`src/rtl/matrix_stream_loader_if.sv`:
```
// Stream-in / matrix-out bundle between the element source, the loader and the C consumer.
// Pure wiring, no latency of its own.
// Backpressure: in_ready gates the element stream, c_ready releases a held result.
interface matrix_stream_loader_if #(
    parameter int N     = 4,
    parameter int WIDTH = 16
);
    logic             abort;
    logic             in_valid;
    logic             in_ready;
    logic [WIDTH-1:0] in_data;
    logic [WIDTH-1:0] A_out [N][N];
    logic [WIDTH-1:0] B_out [N][N];
    logic             mat_loaded;
    logic             c_valid;
    logic             c_ready;

    // Source / consumer side: drives the stream and the result acknowledge.
    modport master (
        output abort,
        output in_valid,
        output in_data,
        output c_ready,
        input  in_ready,
        input  A_out,
        input  B_out,
        input  mat_loaded,
        input  c_valid
    );

    // Loader side: accepts the stream and presents the assembled matrices.
    modport slave (
        input  abort,
        input  in_valid,
        input  in_data,
        input  c_ready,
        output in_ready,
        output A_out,
        output B_out,
        output mat_loaded,
        output c_valid
    );
endinterface

```
`src/rtl/matrix_stream_loader.sv`:
```
// Assembles a row-major A-then-B element stream into parallel N x N arrays for the multiplier.
// Latency: c_valid rises LATENCY edges after the edge accepting the last B element.
// Backpressure: in_ready drops from full load until c_ready is seen in HOLD; abort restarts.
module matrix_stream_loader #(
    parameter int N           = 4,
    parameter int WIDTH       = 16,
    parameter int PIPE_STAGES = 2
) (
    input  logic                  clk,
    input  logic                  rst_n,
    matrix_stream_loader_if.slave bus
);
    localparam int LATENCY = PIPE_STAGES + N + 1;
    localparam int RW      = (N > 1) ? $clog2(N) : 1;
    localparam int CW      = (LATENCY > 1) ? $clog2(LATENCY) : 1;

    typedef enum logic [1:0] {
        LOAD_A,
        LOAD_B,
        WAIT,
        HOLD
    } state_t;

    state_t        state;
    // row/col together are the element index k: row = k / N, col = k % N.
    logic [RW-1:0] row;
    logic [RW-1:0] col;
    logic [RW-1:0] next_row;
    logic [RW-1:0] next_col;
    logic [CW-1:0] cnt;
    logic          accept;
    logic          last_beat;

    assign accept    = bus.in_valid && bus.in_ready;
    assign last_beat = (row == RW'(N - 1)) && (col == RW'(N - 1));

    // Row-major index advance; wraps to [0][0] after the last element of a matrix.
    always_comb begin
        next_row = row;
        next_col = col;
        if (last_beat) begin
            next_row = '0;
            next_col = '0;
        end else if (col == RW'(N - 1)) begin
            next_row = row + RW'(1);
            next_col = '0;
        end else begin
            next_col = col + RW'(1);
        end
    end

    // Load/wait/hold sequencer; all handshake outputs and the arrays are registered here.
    always_ff @(posedge clk or negedge rst_n) begin
        if (!rst_n) begin
            state          <= LOAD_A;
            row            <= '0;
            col            <= '0;
            cnt            <= '0;
            bus.in_ready   <= 1'b0;
            bus.mat_loaded <= 1'b0;
            bus.c_valid    <= 1'b0;
            for (int i = 0; i < N; i++) begin
                for (int j = 0; j < N; j++) begin
                    bus.A_out[i][j] <= '0;
                    bus.B_out[i][j] <= '0;
                end
            end
        end else if (bus.abort) begin
            // Abort wins over any beat or acknowledge this cycle; arrays are left as they are.
            state          <= LOAD_A;
            row            <= '0;
            col            <= '0;
            cnt            <= '0;
            bus.in_ready   <= 1'b1;
            bus.mat_loaded <= 1'b0;
            bus.c_valid    <= 1'b0;
        end else begin
            case (state)
                LOAD_A: begin
                    bus.in_ready <= 1'b1;
                    if (accept) begin
                        bus.A_out[row][col] <= bus.in_data;
                        row                 <= next_row;
                        col                 <= next_col;
                        if (last_beat) begin
                            state <= LOAD_B;
                        end
                    end
                end
                LOAD_B: begin
                    if (accept) begin
                        bus.B_out[row][col] <= bus.in_data;
                        row                 <= next_row;
                        col                 <= next_col;
                        if (last_beat) begin
                            state          <= WAIT;
                            bus.in_ready   <= 1'b0;
                            bus.mat_loaded <= 1'b1;
                            cnt            <= CW'(LATENCY - 1);
                        end
                    end
                end
                WAIT: begin
                    // The final decrement edge plus the edge into HOLD give LATENCY edges in total.
                    if (cnt == '0) begin
                        state       <= HOLD;
                        bus.c_valid <= 1'b1;
                    end else begin
                        cnt <= cnt - CW'(1);
                    end
                end
                HOLD: begin
                    if (bus.c_ready) begin
                        state          <= LOAD_A;
                        bus.c_valid    <= 1'b0;
                        bus.mat_loaded <= 1'b0;
                        bus.in_ready   <= 1'b1;
                    end
                end
                default: begin
                    state <= LOAD_A;
                end
            endcase
        end
    end
endmodule

```
`src/flat_wrapper.sv`:
```
// flat-port wrapper written by rule: the top's interface ports become plain ports
module matrix_stream_loader_flat 
#(
    parameter int N           = 4,
    parameter int WIDTH       = 16,
    parameter int PIPE_STAGES = 2
)
  (clk, rst_n, bus_abort, bus_in_valid, bus_in_data, bus_c_ready, bus_in_ready, bus_A_out, bus_B_out, bus_mat_loaded, bus_c_valid);
  matrix_stream_loader_if #(.N(N), .WIDTH(WIDTH)) bus_i ();
  input  logic clk;
  input  logic rst_n;
  input wire logic [$bits(bus_i.abort)-1:0] bus_abort;
  input wire logic [$bits(bus_i.in_valid)-1:0] bus_in_valid;
  input wire logic [$bits(bus_i.in_data)-1:0] bus_in_data;
  input wire logic [$bits(bus_i.c_ready)-1:0] bus_c_ready;
  output wire logic [$bits(bus_i.in_ready)-1:0] bus_in_ready;
  output wire logic [$bits(bus_i.A_out)-1:0] bus_A_out;
  output wire logic [$bits(bus_i.B_out)-1:0] bus_B_out;
  output wire logic [$bits(bus_i.mat_loaded)-1:0] bus_mat_loaded;
  output wire logic [$bits(bus_i.c_valid)-1:0] bus_c_valid;
  assign bus_i.abort = bus_abort;
  assign bus_i.in_valid = bus_in_valid;
  assign bus_i.in_data = bus_in_data;
  assign bus_i.c_ready = bus_c_ready;
  assign bus_in_ready = bus_i.in_ready;
  assign bus_A_out = {>>{bus_i.A_out}};
  assign bus_B_out = {>>{bus_i.B_out}};
  assign bus_mat_loaded = bus_i.mat_loaded;
  assign bus_c_valid = bus_i.c_valid;
  matrix_stream_loader #(.N(N), .WIDTH(WIDTH), .PIPE_STAGES(PIPE_STAGES)) u_core (.clk(clk), .rst_n(rst_n), .bus(bus_i));
endmodule
```
`config.mk`:
```
export PLATFORM = sky130hd
export DESIGN_NAME = matrix_stream_loader_flat
export DESIGN_NICKNAME = d
export VERILOG_FILES = /design/src/rtl/matrix_stream_loader_if.sv /design/src/rtl/matrix_stream_loader.sv /design/src/flat_wrapper.sv
export SDC_FILE = /design/constraint.sdc
export NUM_CORES = 1
export LEC_CHECK = 0
export CORE_AREA = 2 2 208 210
export CTS_CLUSTER_DIAMETER = 40
export CTS_CLUSTER_SIZE = 28
export DETAILED_ROUTE_END_ITERATION = 6
export DIE_AREA = 0 0 210 212
export GPL_ROUTABILITY_DRIVEN = 0
export PLACE_DENSITY_LB_ADDON = 0.12
export SLEW_MARGIN = 15
export SYNTH_ARGS = -nofsm -noshare
export SYNTH_HDL_FRONTEND = slang
export SYNTH_SLANG_ARGS = --single-unit
```
`constraint.sdc`:
```
create_clock -name clk -period 4.15 [get_ports clk]
set_clock_uncertainty 0.15 [all_clocks]
set_input_delay 0.415 -clock clk [delete_from_list [all_inputs] [get_ports clk]]
set_output_delay 0.415 -clock clk [all_outputs]
set_load 0.1 [all_outputs]
```
==> impl_metrics.py <==
metrics = {
    "run_status": {
        "status": "completed",
    },
    "clock_network": {
        "clk_latency_ns": 0.58,
        "cts.sinks": 524,
        "root_buffer": "clkbuf_16",
        "htree_levels": 3,
        "cts.clk_slew.worst_paths_ns": 0.05,
        "clockBufferDepth": 3,
        "cts_resized": 0,
        "cts_setup_buffers": 0,
        "tritoncts": "built",
        "cts_made_buffers": 68,
        "ctsHoldBuffers": 1,
    },
    "worst_setup_path": {
        "slowest_delay_ns": 1.28,
        "crit_cells": 1,
        "r2r_slack_ns": 1.22,
        "crit_path_max_fanout": 12,
        "critical_path_buf_inv_count": 1,
        "worstPathRequired_ns": 3.59,
        "crit-reg2reg-capture": "u_core.bus.B_out[31]",
        "worstPathArrival_ns": 2.58,
        "critical_path.startpoint_type": "flip-flop",
        "cp_slowest_cell": "clkdlybuf4s50_1",
        "cp_top_family": "buffers and inverters",
        "path_cells": "clkdlybuf4s50_1",
        "criticalPathCategory": "flip-flop to output port",
        "setup.worst_path.end": "bus_in_ready",
        "r2r_cells": 6,
        "worst_r2r_startpoint": "u_core.state[1]",
        "cp-end-kind": "output port",
        "crit_start": "u_core.bus.in_ready",
    },
    "timing": {
        "worst_pin_slew_ns": 1.14,
        "period_share_pct": 75.7,
        "fmax_mhz": 318,
        "slew_viol_final": 0,
        "relSlewSlack_pct": 24.1,
        "worst_slack_ns": 1.01,
        "setup_tns_ns": 0,
        "rsz0062_at_grt": "false",
        "finalSetupViolations": 0,
        "hold_viol": 0,
        "holdWs_ns": 0.312,
        "layout_min_cycle_time_ns": 3.14,
    },
    "drt": {
        "drtIter0Drc": 579,
        "drc": 0,
        "vias": 12882,
        "routedWlPerCell_um": 26.2,
        "wirelength_um": 62900,
        "routed_via_density": 5.37,
        "ant_nets": 0,
        "first_pass_iters": 4,
    },
    "yosys": {
        "synth_top_area_cell": "dfrtp_1",
        "synth_top_area_share_pct": 63.0,
        "synth_edf_count": 0,
        "postSynth.asyncResetShare_pct": 100,
        "ys_ff_latch": 524,
        "synth_top_cells_by_area": "dfrtp_1, mux2_2, mux2_4, mux2_1, buf_6",
        "synth_cell_type_count": 47,
        "avgSynthCellArea_um2": 16.7,
        "ys_seq_area_share_pct": 63.0,
        "synth_commonest_cells": "dfrtp_1, mux2_2, clkbuf_1, mux2_4, mux2_1",
        "yosys_warnings": 0,
        "synth.most_common_cell": "dfrtp_1",
        "syn-num-nets": 1286,
        "synth_top_flop_cell": "dfrtp_1",
        "synthCells": 1248,
        "synth.cell_area_um2": 20800,
    },
    "final_layout": {
        "drive_gt1_share_pct": 37.1,
        "seqCellArea_um2": 13100,
        "num-nets-final": 1834,
        "area_growth_pct": 39.0,
        "multiInputGateArea_um2": 7100,
        "instances_no_fill": 2397,
        "n_fill_cell": 3007,
    },
    "placement": {
        "io_buffers": 535,
        "place_hpwl_um": 42800,
        "place_ws_ns": 1.10,
        "dp_cells": 2271,
    },
    "pwr": {
        "p_total_mw": 13.7,
        "vdd_drop_max_v": 0.000439,
        "power.density_nw_per_um2": 472,
        "power_leakage_nw": 14.2,
    },
    "grt": {
        "grt_util_all_layers_pct": 28.5,
        "overflow": 0,
        "antenna_found_initial": 0,
        "grt_pass1_wl_um": 92600,
        "grt_pass1_vias": 13696,
        "grt_max_degree": 103,
    },
    "floorplanning": {
        "initial_core_util_pct": 49.0,
        "core_um2": 42500,
        "io-pin-count": 536,
        "dieHeight_um": 212,
        "fp.dieW_um": 210,
        "rows": 76,
        "die_area_um2": 44500,
    },
    "worst_hold_path": {
        "hold_path_class": "input pin to asynchronous set/reset pin",
    },
    "flow_run": {
        "drv_cap": 0,
    },
}
==> cell usage in the layout (no fill, tap or decap), types with 5 or more instances in the layout <==
master           count
mux2_4              40
clkinvlp_4           8
clkbuf_8             8
inv_1                8
clkdlybuf4s50_1    530
clkinv_4             6
mux2_1              38
mux2_2             435
inv_6                7
clkbuf_16           70
nand2_2              7
ha_1                17
buf_4               27
a21oi_1              7
bufinv_16            8
nor2_4               8
dfrtp_1            524
nand2_4             19
nand2_1              5
clkinv_2            12
==> metal layers <==
layer / track usage [%] / wire (µm) / part of all wire [%]
met1: 35.0 / 24900 / 40
met3: 9.45 / 5010 / 8.0
met4: 13.4 / 2860 / 4.5
met2: 46.0 / 30100 / 48
met5: 0 / 0 / 0
==> flip-flops by register name, summed over array words and instances, names as in the netlist <==
name                   count
u_core.bus.A_out         256
u_core.bus.B_out         256
u_core.bus.c_valid         1
u_core.bus.in_ready        1
u_core.bus.mat_loaded      1
u_core.cnt                 3
u_core.col                 2
u_core.row                 2
u_core.state               2
==> power breakdown <==
part	switching (mW)	total (mW)	internal, mW
Combinational	1.74	2.21	0.473
Clock	2.30	6.07	3.76
Sequential	0.0972	5.39	5.29
==> final cells by class <==
| type | count | area share (%) |
|---|---|---|
| antenna | 1 | 0.00865 |
| sequential | 524 | 45.3 |
| timing repair buffer | 567 | 19.5 |
| clock inverter | 43 | 1.73 |
| clock buffer | 81 | 6.47 |
| inverter | 8 | 0.104 |
| tap | 546 | 2.36 |
| multi-input combinational | 627 | 24.5 |
==> cells by family after synthesis <==
group / count (synthesis) / share of synthesized area (%)
mux: 515 / 28.6
buf+inv: 97 / 2.87
compound gates: 26 / 1.10
fa+ha+maj: 17 / 1.02
simple gates: 69 / 3.43
flops: 524 / 63.0
==> metrics by stage <==
stage / area, µm² / utilization, %
finish: 28900 / 68.1
global route: 28900 / 68.1
CTS: 28900 / 68.1
detailed placement: 26600 / 62.5
global placement: 26600 / 62.5
floorplan: 20800 / -
==> how the worst min path moves through the flow <==
stage,start,end,slack (ns),cells after the start
6_report,rst_n,u_core.bus.A_out[139],0.31,2
5_1_grt,u_core.bus.B_out[210],u_core.bus.B_out[210],0.36,1
4_1_cts,u_core.bus.B_out[45],u_core.bus.B_out[45],0.34,1
3_5_place_dp,u_core.bus.B_out[45],u_core.bus.B_out[45],0.33,1
3_3_place_gp,u_core.bus.B_out[45],u_core.bus.B_out[45],0.32,1
2_1_floorplan,rst_n,u_core.bus.A_out[0],-0.03,0
(Power assumes the default switching activity.)
